$ cat src/rtl/dsp_mac_sequencer_if.sv
`default_nettype none
// ============================================================================
//  Module   : dsp_mac_sequencer_if
//  Purpose  : Requester-side bundle for the MAC sequencer: job start,
//             operand stream and result stream.
//  Revision : 1.0  initial release
// ============================================================================
interface dsp_mac_sequencer_if #(
    parameter int LEN_W = 8
) ();
    logic             START;
    logic [LEN_W-1:0] LEN;
    logic             BUSY;
    logic             OP_VALID;
    logic             OP_READY;
    logic [17:0]      A_IN;
    logic [17:0]      B_IN;
    logic             RES_VALID;
    logic             RES_READY;
    logic [47:0]      RES_DATA;

    // Requester (filter / dot-product client) side
    modport master (
        output START, LEN, OP_VALID, A_IN, B_IN, RES_READY,
        input  BUSY, OP_READY, RES_VALID, RES_DATA
    );

    // Sequencer side
    modport slave (
        input  START, LEN, OP_VALID, A_IN, B_IN, RES_READY,
        output BUSY, OP_READY, RES_VALID, RES_DATA
    );
endinterface
`default_nettype wire

$ cat src/rtl/dsp_mac_sequencer.sv
`default_nettype none
// ============================================================================
//  Module   : dsp_mac_sequencer
//  Purpose  : Drives a DSP48A1-style slice as a multiply-accumulate engine.
//             Accepts LEN operand pairs, steers CE/CEP/RSTP/OPMODE so P ends
//             up holding sum(A_i*B_i), then offers P as a result.
//  Revision : 1.0  initial release
// ============================================================================
module dsp_mac_sequencer #(
    parameter int LAT   = 4,    // slice register stages A/B -> P inclusive, 1..8
    parameter int LEN_W = 8
) (
    input  logic               CLK,
    input  logic               RSTN,
    dsp_mac_sequencer_if.slave req,
    output logic [17:0]        A,
    output logic [17:0]        B,
    output logic               CE,
    output logic               CEP,
    output logic               RSTP,
    output logic [7:0]         OPMODE,
    input  logic [47:0]        P_IN
);

    localparam int          DRN_W      = 4;
    localparam logic [7:0]  C_OP_LOAD  = 8'h01;  // P = M
    localparam logic [7:0]  C_OP_ACCUM = 8'h09;  // P = P + M
    localparam logic [7:0]  C_OP_NONE  = 8'h00;

    typedef enum logic [1:0] {
        S_IDLE  = 2'd0,
        S_LOAD  = 2'd1,
        S_DRAIN = 2'd2,
        S_DONE  = 2'd3
    } state_t;

    state_t             r_state;
    logic [LEN_W-1:0]   r_remaining;
    logic [DRN_W-1:0]   r_drain;
    logic               r_first;
    logic               r_busy;
    logic               r_op_ready;
    logic               r_res_valid;

    logic               w_start_acc;
    logic               w_op_acc;
    logic               w_push_valid;
    logic               w_push_first;
    logic               w_out_valid;
    logic               w_out_first;

    // Operands go straight to the slice; the slice's own A/B registers
    // capture them under CE.
    assign A = req.A_IN;
    assign B = req.B_IN;

    // RSTN gates the start strobe so RSTP stays low while reset is held,
    // even if the requester keeps START high.
    assign w_start_acc = req.START & (r_state == S_IDLE) & RSTN;
    // r_op_ready is high exactly while in LOAD.
    assign w_op_acc    = req.OP_VALID & r_op_ready;

    assign CE   = w_op_acc | (r_state == S_DRAIN);
    assign RSTP = w_start_acc;

    assign w_push_valid = w_op_acc;
    assign w_push_first = r_first;

    // Main sequencer: state, counters and registered handshake outputs.
    always_ff @(posedge CLK or negedge RSTN) begin
        if (!RSTN) begin
            r_state     <= S_IDLE;
            r_remaining <= '0;
            r_drain     <= '0;
            r_first     <= 1'b0;
            r_busy      <= 1'b0;
            r_op_ready  <= 1'b0;
            r_res_valid <= 1'b0;
        end else begin
            case (r_state)
                S_IDLE: begin
                    if (req.START) begin
                        r_remaining <= req.LEN;
                        r_first     <= 1'b1;
                        r_busy      <= 1'b1;
                        if (req.LEN == '0) begin
                            r_state     <= S_DONE;
                            r_res_valid <= 1'b1;
                        end else begin
                            r_state    <= S_LOAD;
                            r_op_ready <= 1'b1;
                        end
                    end
                end
                S_LOAD: begin
                    if (w_op_acc) begin
                        r_remaining <= r_remaining - 1'b1;
                        r_first     <= 1'b0;
                        if (r_remaining == LEN_W'(1)) begin
                            r_op_ready <= 1'b0;
                            if (LAT > 1) begin
                                r_state <= S_DRAIN;
                                r_drain <= DRN_W'(LAT - 1);
                            end else begin
                                r_state     <= S_DONE;
                                r_res_valid <= 1'b1;
                            end
                        end
                    end
                end
                S_DRAIN: begin
                    // Push LAT-1 empty tags so the last product reaches P.
                    r_drain <= r_drain - 1'b1;
                    if (r_drain == DRN_W'(1)) begin
                        r_state     <= S_DONE;
                        r_res_valid <= 1'b1;
                    end
                end
                S_DONE: begin
                    if (req.RES_READY) begin
                        r_state     <= S_IDLE;
                        r_res_valid <= 1'b0;
                        r_busy      <= 1'b0;
                    end
                end
                default: begin
                    r_state <= S_IDLE;
                end
            endcase
        end
    end

    // Tag pipeline mirrors the slice's pre-P stages so the P-stage
    // controls line up with the product currently sitting in M.
    if (LAT > 1) begin : g_tag_pipe
        logic [LAT-2:0] r_tag_valid;
        logic [LAT-2:0] r_tag_first;

        // Shift tags only when the slice pipeline advances.
        always_ff @(posedge CLK or negedge RSTN) begin
            if (!RSTN) begin
                r_tag_valid <= '0;
                r_tag_first <= '0;
            end else if (CE) begin
                r_tag_valid[0] <= w_push_valid;
                r_tag_first[0] <= w_push_valid & w_push_first;
                for (int i = 1; i < LAT - 1; i++) begin
                    r_tag_valid[i] <= r_tag_valid[i-1];
                    r_tag_first[i] <= r_tag_first[i-1];
                end
            end
        end

        assign w_out_valid = r_tag_valid[LAT-2];
        assign w_out_first = r_tag_first[LAT-2];
    end else begin : g_tag_bypass
        assign w_out_valid = w_push_valid;
        assign w_out_first = w_push_valid & w_push_first;
    end

    assign CEP = CE & w_out_valid;

    // P-stage function selected by the tag of the product leaving M.
    always_comb begin
        OPMODE = C_OP_NONE;
        if (w_out_valid) begin
            OPMODE = w_out_first ? C_OP_LOAD : C_OP_ACCUM;
        end
    end

    assign req.BUSY      = r_busy;
    assign req.OP_READY  = r_op_ready;
    assign req.RES_VALID = r_res_valid;
    assign req.RES_DATA  = P_IN;

endmodule
`default_nettype wire

$ cat src/flat_wrapper.sv
// flat-port wrapper written by rule: the top's interface ports become plain ports
module dsp_mac_sequencer_flat 
#(
    parameter int LAT   = 4,                                                     
    parameter int LEN_W = 8
)
  (CLK, RSTN, A, B, CE, CEP, RSTP, OPMODE, P_IN, req_START, req_LEN, req_OP_VALID, req_A_IN, req_B_IN, req_RES_READY, req_BUSY, req_OP_READY, req_RES_VALID, req_RES_DATA);
  dsp_mac_sequencer_if #(.LEN_W(LEN_W)) req_i ();
  input  logic CLK;
  input  logic RSTN;
  output logic [17:0] A;
  output logic [17:0] B;
  output logic CE;
  output logic CEP;
  output logic RSTP;
  output logic [7:0] OPMODE;
  input  logic [47:0] P_IN;
  input wire logic [$bits(req_i.START)-1:0] req_START;
  input wire logic [$bits(req_i.LEN)-1:0] req_LEN;
  input wire logic [$bits(req_i.OP_VALID)-1:0] req_OP_VALID;
  input wire logic [$bits(req_i.A_IN)-1:0] req_A_IN;
  input wire logic [$bits(req_i.B_IN)-1:0] req_B_IN;
  input wire logic [$bits(req_i.RES_READY)-1:0] req_RES_READY;
  output wire logic [$bits(req_i.BUSY)-1:0] req_BUSY;
  output wire logic [$bits(req_i.OP_READY)-1:0] req_OP_READY;
  output wire logic [$bits(req_i.RES_VALID)-1:0] req_RES_VALID;
  output wire logic [$bits(req_i.RES_DATA)-1:0] req_RES_DATA;
  assign req_i.START = req_START;
  assign req_i.LEN = req_LEN;
  assign req_i.OP_VALID = req_OP_VALID;
  assign req_i.A_IN = req_A_IN;
  assign req_i.B_IN = req_B_IN;
  assign req_i.RES_READY = req_RES_READY;
  assign req_BUSY = req_i.BUSY;
  assign req_OP_READY = req_i.OP_READY;
  assign req_RES_VALID = req_i.RES_VALID;
  assign req_RES_DATA = req_i.RES_DATA;
  dsp_mac_sequencer #(.LAT(LAT), .LEN_W(LEN_W)) u_core (.CLK(CLK), .RSTN(RSTN), .req(req_i), .A(A), .B(B), .CE(CE), .CEP(CEP), .RSTP(RSTP), .OPMODE(OPMODE), .P_IN(P_IN));
endmodule
$ cat config.mk
export PLATFORM = sky130hd
export DESIGN_NAME = dsp_mac_sequencer_flat
export DESIGN_NICKNAME = d
export VERILOG_FILES = /design/src/rtl/dsp_mac_sequencer_if.sv /design/src/rtl/dsp_mac_sequencer.sv /design/src/flat_wrapper.sv
export SDC_FILE = /design/constraint.sdc
export NUM_CORES = 1
export LEC_CHECK = 0
export CAP_MARGIN = 20
export CORE_AREA = 3 3 75 77
export DETAILED_ROUTE_END_ITERATION = 12
export DIE_AREA = 0 0 78 80
export DONT_BUFFER_PORTS = 1
export GPL_ROUTABILITY_DRIVEN = 1
export SLEW_MARGIN = 15
export SYNTH_ARGS = -nofsm -noshare
export SYNTH_HDL_FRONTEND = slang
export SYNTH_SLANG_ARGS = --single-unit
$ cat constraint.sdc
create_clock -name CLK -period 2.1 [get_ports CLK]
set_input_delay 0.63 -clock CLK [delete_from_list [all_inputs] [get_ports CLK]]
set_output_delay 0.63 -clock CLK [all_outputs]
set_load 0.05 [all_outputs]
# Word level (Yosys, flattened, before mapping)
# Cells that the tools add are included.
[classes]
add_sub_neg = 2
eq_ne = 12
mux = 29
n_bitwise = 7
reduce_logical = 11
[ops]
columns = ["cell", "count"]
rows = [
  ["8-bit two-way mux", 3],
  ["8-bit case mux with 2 select lines", 1],
  ["5-bit AND reduction", 3],
  ["2-bit two-way mux", 6],
  ["4-bit two-way mux", 3],
  ["1-bit two-way mux", 10],
  ["2-bit inequality test (second input constant)", 5],
  ["3-bit AND reduction", 3],
  ["8-bit by 1-bit == test with 1-bit output (second input constant)", 1],
  ["8-bit logical NOT", 1],
  ["2-bit case mux with 4 select lines", 1],
  ["4-bit case mux with 2 select lines", 1],
  ["8-bit by 1-bit subtractor with 8-bit output (second input constant)", 1],
  ["1-bit case mux with 2 select lines", 3],
  ["2-bit nonzero test", 3],
  ["1-bit bitwise AND", 5],
  ["2-bit == test (second input constant)", 2],
  ["4-bit by 1-bit == test with 1-bit output (second input constant)", 1],
  ["2-bit by 1-bit inequality test with 1-bit output (second input constant)", 2],
  ["4-bit by 1-bit subtractor with 4-bit output (second input constant)", 1],
  ["1-bit case mux with 3 select lines", 1],
  ["2-bit by 1-bit == test with 1-bit output (second input constant)", 1],
  ["2-bit logical NOT", 1],
  ["1-bit inverter", 1],
  ["1-bit bitwise OR", 1],
]
[word_totals]
regBits = 24
output_inout_bits = 98
elab_cells = 70

# Depth between registers and ports, before layout
# Gate-level depths: netlist of run 1.
[logic_depth]
word_depth = 4
depth_mapped = 8

# Worst setup path after synthesis of run 1
# Ideal clock, no wire load.
[synth_path]
path_kind = "reg2out"
startpoint = "reg u_core.r_state[0]"
endpoint = "out CEP"
arrival_time_ns = 1.745
setup_slack_ns = -0.275
stages_incl_launch_ff = 6
path_buffers = 1
path_cell_list = "dfrtp_1 -> inv_1 -> ha_1 -> clkbuf_1 -> a21oi_1 -> nor2b_1"
[synth_via]
elab_chain_cells = 3
[synth_lines]
columns = ["element", "line_no", "rtl"]
rows = [
  ["from (decl)", "dsp_mac_sequencer.sv:37", "state_t r_state;"],
  ["from (signal assigned)", "dsp_mac_sequencer.sv:72", "r_state <= S_IDLE;"],
  ["from (signal assigned)", "dsp_mac_sequencer.sv:87", "r_state <= S_DONE;"],
  ["from (signal assigned)", "dsp_mac_sequencer.sv:90", "r_state <= S_LOAD;"],
  ["2-bit == test", "dsp_mac_sequencer.sv:63", "assign CE = w_op_acc | (r_state == S_DRAIN);"],
  ["1-bit bitwise OR", "dsp_mac_sequencer.sv:63", ""],
  ["1-bit bitwise AND", "dsp_mac_sequencer.sv:161", "assign CEP = CE & w_out_valid;"],
  ["to (decl)", "flat_wrapper.sv:14", "output logic CEP;"],
]
# No other way between the ends.

# Worst setup path in the final report of run 1
[layout_path]
startpoint = "reg u_core.r_state[0]"
endpoint = "out RSTP"
[layout_via]
elab_chain_cells = 3
[layout_lines]
columns = ["element", "line_no", "rtl"]
rows = [
  ["2-bit logical NOT", "dsp_mac_sequencer.sv:59", "assign w_start_acc = req.START & (r_state == S_IDLE) & RSTN;"],
  ["1-bit bitwise AND (2 in a row)", "dsp_mac_sequencer.sv:59", ""],
  ["to (decl)", "flat_wrapper.sv:15", "output logic RSTP;"],
]
# No other way between the ends.

==> flow_metrics.tcl, run 1 <==
set metrics [dict create \
    outcome "complete, no violations" \
    skew_ns 0.00437 \
    via_per_inst 5.19 \
    fmax_ghz 0.492 \
    hold_viol 0 \
    reg2reg_to "u_core.r_state[1]$_DFFE_PN0P_" \
    worstPathMaxFanout 4 \
    p_leak_nw 0.754 \
    via_count 1240 \
    grt_use_total_pct 12.2 \
    ant_nets 0 \
    io_pins 195 \
    rr_startpoint "u_core.r_remaining[1]$_DFFE_PN0P_" \
    powerDensity_nw_per_um2 1580 \
    cts-root-buf "clkbuf_8" \
    rr_worst_depth 6 \
    die_w_um 78 \
    hpwl_um 2770 \
    slew_headroom_pct 66.5 \
    areaGrowthSynthToFinish_pct -16.5 \
    finalSetupViolations 0 \
    gp_congestion 0.751 \
    grt_pass1_wl_um 6100 \
    antenna_found_initial 0 \
    ys_seq_area_share_pct 28.2 \
    syn-cell-area_um2 2130 \
    h-tree-depth 1 \
    grt_pass1_vias 1217 \
    critPathLaunch "u_core.r_state[0]$_DFFE_PN0P_" \
    cts-buffers-inserted 3 \
    clkTransAtPathRegs_ns 0.09 \
    drc 0 \
    ys_seq_elements 24 \
    min_period_ns 2.03 \
    clk_latency_ns 0.27 \
    cap_violations 0 \
    overflow 0 \
    yosysWarnings 0 \
    fp-row-count 26 \
    worst_ep_required_time_ns 1.47 \
    start_util_pct 42.0 \
    syn-mean-instance-area_um2 8.88 \
    fin_hold_ws_ns 0.0441 \
    syn_inst 240 \
    grt_max_degree 26 \
    drv_slew 0 \
    fp.dieH_um 80 \
    first_pass_iters 4 \
    portBuffers 0 \
    synth_cell_type_count 41 \
    tns_ns 0 \
    criticalPathCategory "flop to output port" \
    wl_per_cell_um 15.6 \
    totalWireLength_um 3730 \
    n_antenna_cell 0 \
    crit_end "RSTP" \
    clkSinkCount 24 \
    cp-start-kind "flop" \
    cp-end-kind "output port" \
    core_um2 5070 \
    drtIter0Drc 76 \
    r2r_slack_ns 0.13 \
    arrival_ns 1.40 \
    nFillCells 543 \
    nets 276 \
    irDropWorstVdd_v 0.000547 \
    cts_tree "built" \
    tightest_slew_ns 0.503 \
    fin_crit_sh_pct 96.7 \
    dieArea_um2 6240 \
    clk_path_buf_depth 2 \
    hp-class "primary input to async pin" \
    drive_above_1_share_pct 24.9 \
    hold_buffers 0 \
]
-- critical path: stages (launching register included) --
cell and delay (ns):
dfrtp_1 0.42, inv_2 0.10, ha_2 0.19, buf_6 0.11, and3_4 0.18, buf_12 0.13
-- final cells by class --
cell class / instances / area [um2] / share of cell area, %
sequential: 24 / 601 / 33.7
inverter: 11 / 41.3 / 2.32
clock inverter: 1 / 30.0 / 1.69
clock buffer: 3 / 41.3 / 2.32
multi-input combinational: 114 / 831 / 46.7
timing repair buffer: 16 / 149 / 8.36
tap: 70 / 87.6 / 4.92
-- per-layer routing --
metal	vias to the layer above	routed length (um)	track usage (%)
li1	581	-	-
met1	580	1660	15.2
met2	73	1680	19.1
met3	6	380	6.43
met4	0	14	1.92
met5	-	0	0
-- synthesized netlist by cell type --
cell	number	area (um2)
mux2_2	5	56.3
o21bai_1	1	7.51
a31oi_1	1	6.26
o32ai_1	2	17.5
o31ai_4	1	21.3
and3_1	5	31.3
nor4_1	3	18.8
nor2b_1	4	25.0
clkbuf_1	5	18.8
nor3_1	6	30.0
mux2i_1	5	50.1
dfrtp_1	24	601
a32oi_1	2	17.5
inv_1	11	41.3
o211ai_1	4	30.0
ha_1	9	113
a31o_2	2	17.5
a21oi_1	7	35.0
or3b_2	1	8.76
or4_2	1	8.76
nand3_1	4	20.0
o2bb2ai_1	2	17.5
or3_1	1	6.26
conb_1	1	3.75
and4_2	1	10.0
or4b_4	1	13.8
o21ai_0	6	30.0
a21boi_0	1	7.51
or3_2	1	7.51
buf_4	91	683
a22o_1	2	17.5
a211oi_1	1	7.51
or3b_4	1	11.3
and4_1	1	8.76
nand3b_1	3	22.5
a41oi_1	1	8.76
nand4_1	2	12.5
a2111oi_0	1	8.76
nand2_1	9	33.8
a2bb2oi_1	1	8.76
nor2_1	10	37.5
-- placed cells by master (no fill, tap or decap), drive strengths merged, types with 3 or more instances in the layout --
master / instances
conb: 6
dfrtp: 24
nand2: 9
nor4: 3
mux2i: 5
mux2: 5
a21oi: 7
nand3b: 3
nor3: 6
nor2b: 4
ha: 9
o211ai: 4
and3: 5
buf: 16
o21ai: 6
clkbuf: 3
inv: 11
nand3: 4
nor2: 10
-- power by group --
part / total, mW / internal [mW] / leakage [nW] / switching, mW
combinational: 1.56 / 0.687 / 0.449 / 0.869
sequential: 0.850 / 0.653 / 0.270 / 0.198
clock: 0.410 / 0.255 / 0.0357 / 0.155
-- kinds of logic (layout without fill, tap and decap cells) --
family | Yosys count | in the layout | share of synthesized area, %
other cells | 1 | 6 | 0.176
compound gates | 35 | 35 | 12.1
fa+ha+maj | 9 | 9 | 5.28
buf+inv | 107 | 31 | 34.9
simple gates | 54 | 54 | 14.4
mux | 10 | 10 | 4.99
flops | 24 | 24 | 28.2
-- state kept, by name, indices dropped and copies added (netlist names) --
| signal | cells |
|---|---|
| u_core.r_remaining | 8 |
| u_core.r_drain | 4 |
| u_core.g_tag_pipe.r_tag_valid | 3 |
| u_core.req.OP_READY | 1 |
| u_core.r_first | 1 |
| u_core.g_tag_pipe.r_tag_first | 3 |
| u_core.r_state | 2 |
| u_core.req.RES_VALID | 1 |
| u_core.req.BUSY | 1 |
-- through the flow --
step | utilization, % | total power, mW | cells | cell area, um2 | worst slack (ns)
final | 35.1 | 2.82 | 239 | 1780 | 0.0689
after global routing | 35.1 | 3.07 | 239 | 1780 | -0.0116
after CTS | 34.6 | 2.79 | 237 | 1760 | 0.00120
after detailed placement | 33.0 | 2.35 | 233 | 1670 | -0.103
after global placement | 33.0 | 2.33 | 233 | 1670 | -0.0266
after floorplan | - | 2.37 | 245 | 2160 | 0.00781
-- worst min-delay path by stage --
stage,start,end,slack (ns),depth (start not counted)
after floorplan,RSTN,u_core.g_tag_pipe.r_tag_first[0]$_DFFE_PN0N_,0.33,0
after global placement,RSTN,u_core.r_remaining[4]$_DFFE_PN0P_,0.34,0
after detailed placement,RSTN,u_core.r_remaining[4]$_DFFE_PN0P_,0.34,0
after CTS,RSTN,u_core.r_drain[0]$_DFFE_PN0P_,0.03,0
after global routing,RSTN,u_core.r_remaining[0]$_DFFE_PN0P_,0.02,0
final,RSTN,u_core.r_drain[1]$_DFFE_PN0P_,0.04,0
-- repair_timing --
| action | 4_1_cts | 5_1_grt |
|---|---|---|
| gates resized for setup | 5 | 3 |
| endpoints found under the hold margin | 0 | 0 |
| buffers inserted | 0 | 2 |
| setup endpoints to repair | 3 | 2 |
Note: power is estimated with default switching activity, not from simulation.
==> run 2, diff against run 1 <==
--- a/config.mk
+++ b/config.mk
@@ -6,11 +6,12 @@
 export NUM_CORES = 1
 export LEC_CHECK = 0
 export CAP_MARGIN = 20
-export CORE_AREA = 3 3 75 77
+export CORE_MARGIN = 3
+export CORE_UTILIZATION = 28
 export DETAILED_ROUTE_END_ITERATION = 12
-export DIE_AREA = 0 0 78 80
-export DONT_BUFFER_PORTS = 1
 export GPL_ROUTABILITY_DRIVEN = 1
+export GPL_TIMING_DRIVEN = 0
+export PLACE_DENSITY = 0.77
 export SLEW_MARGIN = 15
 export SYNTH_ARGS = -nofsm -noshare
 export SYNTH_HDL_FRONTEND = slang
==> constraint.sdc (replaced) <==
create_clock -name CLK -period 2.1 [get_ports CLK]
set_input_delay 0.21 -clock CLK [delete_from_list [all_inputs] [get_ports CLK]]
set_output_delay 0.21 -clock CLK [all_outputs]
set_load 0.05 [all_outputs]
==> flow_metrics.tcl, run 2 (synthesized netlist as in run 1, its figures left out) <==
set metrics [dict create \
    outcome "complete, no violations" \
    tightest_slew_ns 0.632 \
    p_clk_share_pct 9.5 \
    reg_top3 "u_core.r_remaining (8), u_core.r_drain (4)" \
    multi_input_area_um2 836 \
    areaGrowthSynthToFinish_pct 62.1 \
    fp-row-count 31 \
    fin_cells 458 \
    cp_num_buf_inv 1 \
    r2r_slack_ns 0.10 \
    hp-class "primary input to async pin" \
    first_pass_iters 5 \
    rr_startpoint "u_core.r_remaining[1]$_DFFE_PN0P_" \
    crit_family "simple AND/OR/NAND/NOR gates" \
    worstPathMaxFanout 4 \
    drc 0 \
    cap_violations 0 \
    clk_path_buf_depth 2 \
    ant_nets 0 \
    path_cells "inv_1 > ha_1 > or4b_4 > o31ai_4 > or3b_4 > mux2i_1" \
    largest-register "u_core.r_remaining" \
    worst_ep_required_time_ns 2.25 \
    grt_use_total_pct 11.6 \
    clkTransAtPathRegs_ns 0.09 \
    drtIter0Drc 75 \
    cts-buffers-inserted 3 \
    fmax_ghz 0.501 \
    pwr-share-seq_pct 24.5 \
    place_inst 449 \
    swShare_pct 48.0 \
    largest_reg_flops 8 \
    regArea_um2 601 \
    internal_power_mw 1.75 \
    die_w_um 93.3 \
    slew_headroom_pct 57.8 \
    totalWireLength_um 5350 \
    start_util_pct 29.1 \
    layout_commonest_cell "clkdlybuf4s50_1" \
    fin_hold_ws_ns 0.325 \
    p_switching_mw 1.61 \
    portBuffers 104 \
    core_um2 7330 \
    grt_pass1_wl_um 8430 \
    nets 466 \
    rr_worst_depth 6 \
    io_pins 195 \
    max_stage_delay_ns 0.48 \
    clk_latency_ns 0.27 \
    arrival_ns 2.15 \
    criticalPathCategory "flop to flop" \
    via_count 2022 \
    antenna_found_initial 0 \
    overflow 0 \
    wl_per_cell_um 11.7 \
    cts_tree "built" \
    dieArea_um2 8700 \
    finalSetupViolations 0 \
    min_period_ns 2.00 \
    hold_viol 0 \
    grt_pass1_vias 1968 \
    comb_power_share_pct 65.9 \
    n_antenna_cell 0 \
    drive_above_1_share_pct 35.1 \
    powerDensity_nw_per_um2 973 \
    grt_max_degree 14 \
    reg2reg_to "u_core.r_state[0]$_DFFE_PN0P_" \
    fp.dieH_um 93.3 \
    via_per_inst 4.41 \
    h-tree-depth 1 \
    cts-root-buf "clkbuf_8" \
    fin_crit_sh_pct 95.1 \
    tns_ns 0 \
    skew_ns 0.00309 \
    most-common-layout-cells "clkdlybuf4s50_1 (101), buf_4 (96), dfrtp_1 (24)" \
    cp-end-kind "flop" \
    crit_slowest_cell "or4b_4" \
    irDropWorstVdd_v 0.000349 \
    drv_slew 0 \
    clkSinkCount 24 \
    gp_congestion 0.914 \
    cp-start-kind "flop" \
    hpwl_um 4440 \
    nFillCells 680 \
    p_leak_nw 1.57 \
]
## run 2: cell types whose count changed in the layout (fill, tap and decap cells not counted), moves of 2 or more
cell | previous run | this run
clkdlybuf4s50_1 | 0 | 101
buf_4 | 13 | 96
buf_12 | 2 | 0
clkbuf_1 | 0 | 2
clkbuf_2 | 0 | 2
clkdlybuf4s15_2 | 0 | 2
ha_1 | 7 | 9
ha_2 | 2 | 0
inv_1 | 8 | 10
inv_2 | 3 | 1
## run 2: layout make-up
cell class                      count  area share [%]
Sequential cell                    24            17.4
Multi-Input combinational cell    114            24.2
Inverter                           11            1.19
Buffer                             96            20.5
Clock buffer                        4            1.59
Tap cell                           99            3.58
Timing Repair Buffer              110            31.6
## run 2: power by group through the flow
stage	Clock (mW)	Combinational [mW]	Sequential (mW)
3_3_place_gp	0	2.05	0.812
6_report	0.321	2.22	0.825
5_1_grt	0.343	2.41	0.860
4_1_cts	0.327	2.15	0.823
2_1_floorplan	0	1.54	0.824
3_5_place_dp	0	2.09	0.827
## run 2: routing by layer
| layer | GRT usage (%) | routed length (um) | vias up |
|---|---|---|---|
| met2 | 20.1 | 2700 | 120 |
| li1 | - | - | 968 |
| met3 | 2.82 | 528 | 6 |
| met4 | 4.15 | 56 | 0 |
| met1 | 14.0 | 2070 | 928 |
| met5 | 0 | 0 | - |
## run 2: how the worst max path moves through the flow
stage	startpoint	to	cells past startpoint
after floorplan	u_core.req.OP_READY$_DFFE_PN0P_	u_core.r_remaining[3]$_DFFE_PN0P_	5
after global placement	RSTN	RSTP	3
after detailed placement	u_core.r_state[0]$_DFFE_PN0P_	u_core.r_remaining[4]$_DFFE_PN0P_	8
after CTS	u_core.r_state[0]$_DFFE_PN0P_	u_core.r_remaining[4]$_DFFE_PN0P_	8
after global routing	u_core.r_state[0]$_DFFE_PN0P_	u_core.r_remaining[6]$_DFFE_PN0P_	8
final	u_core.r_remaining[1]$_DFFE_PN0P_	u_core.r_state[0]$_DFFE_PN0P_	6
## run 2: through the flow
stage	util (%)	worst slack, ns	instance area (um2)	total power [mW]
floorplan	-	0.0259	2150	2.36
global placement	45.2	-0.670	3320	2.86
detailed placement	45.4	-0.373	3330	2.91
CTS	46.7	0.0434	3420	3.30
global route	47.1	-0.0114	3460	3.61
finish	47.1	0.103	3460	3.36
## run 2: worst register-to-register path: stages (launching register included)
cell and delay [ns]:
dfrtp_1 0.42, inv_1 0.09, ha_1 0.14, or4b_4 0.48, o31ai_4 0.20, or3b_4 0.42, mux2i_1 0.13
## run 2: what timing repair did
action | 4_1_cts | 5_1_grt
pin swaps | 1 | 3
setup buffers | 1 | 4
setup endpoints to repair | 13 | 12
resized for setup | 17 | 6
hold buffers | 0 | 0
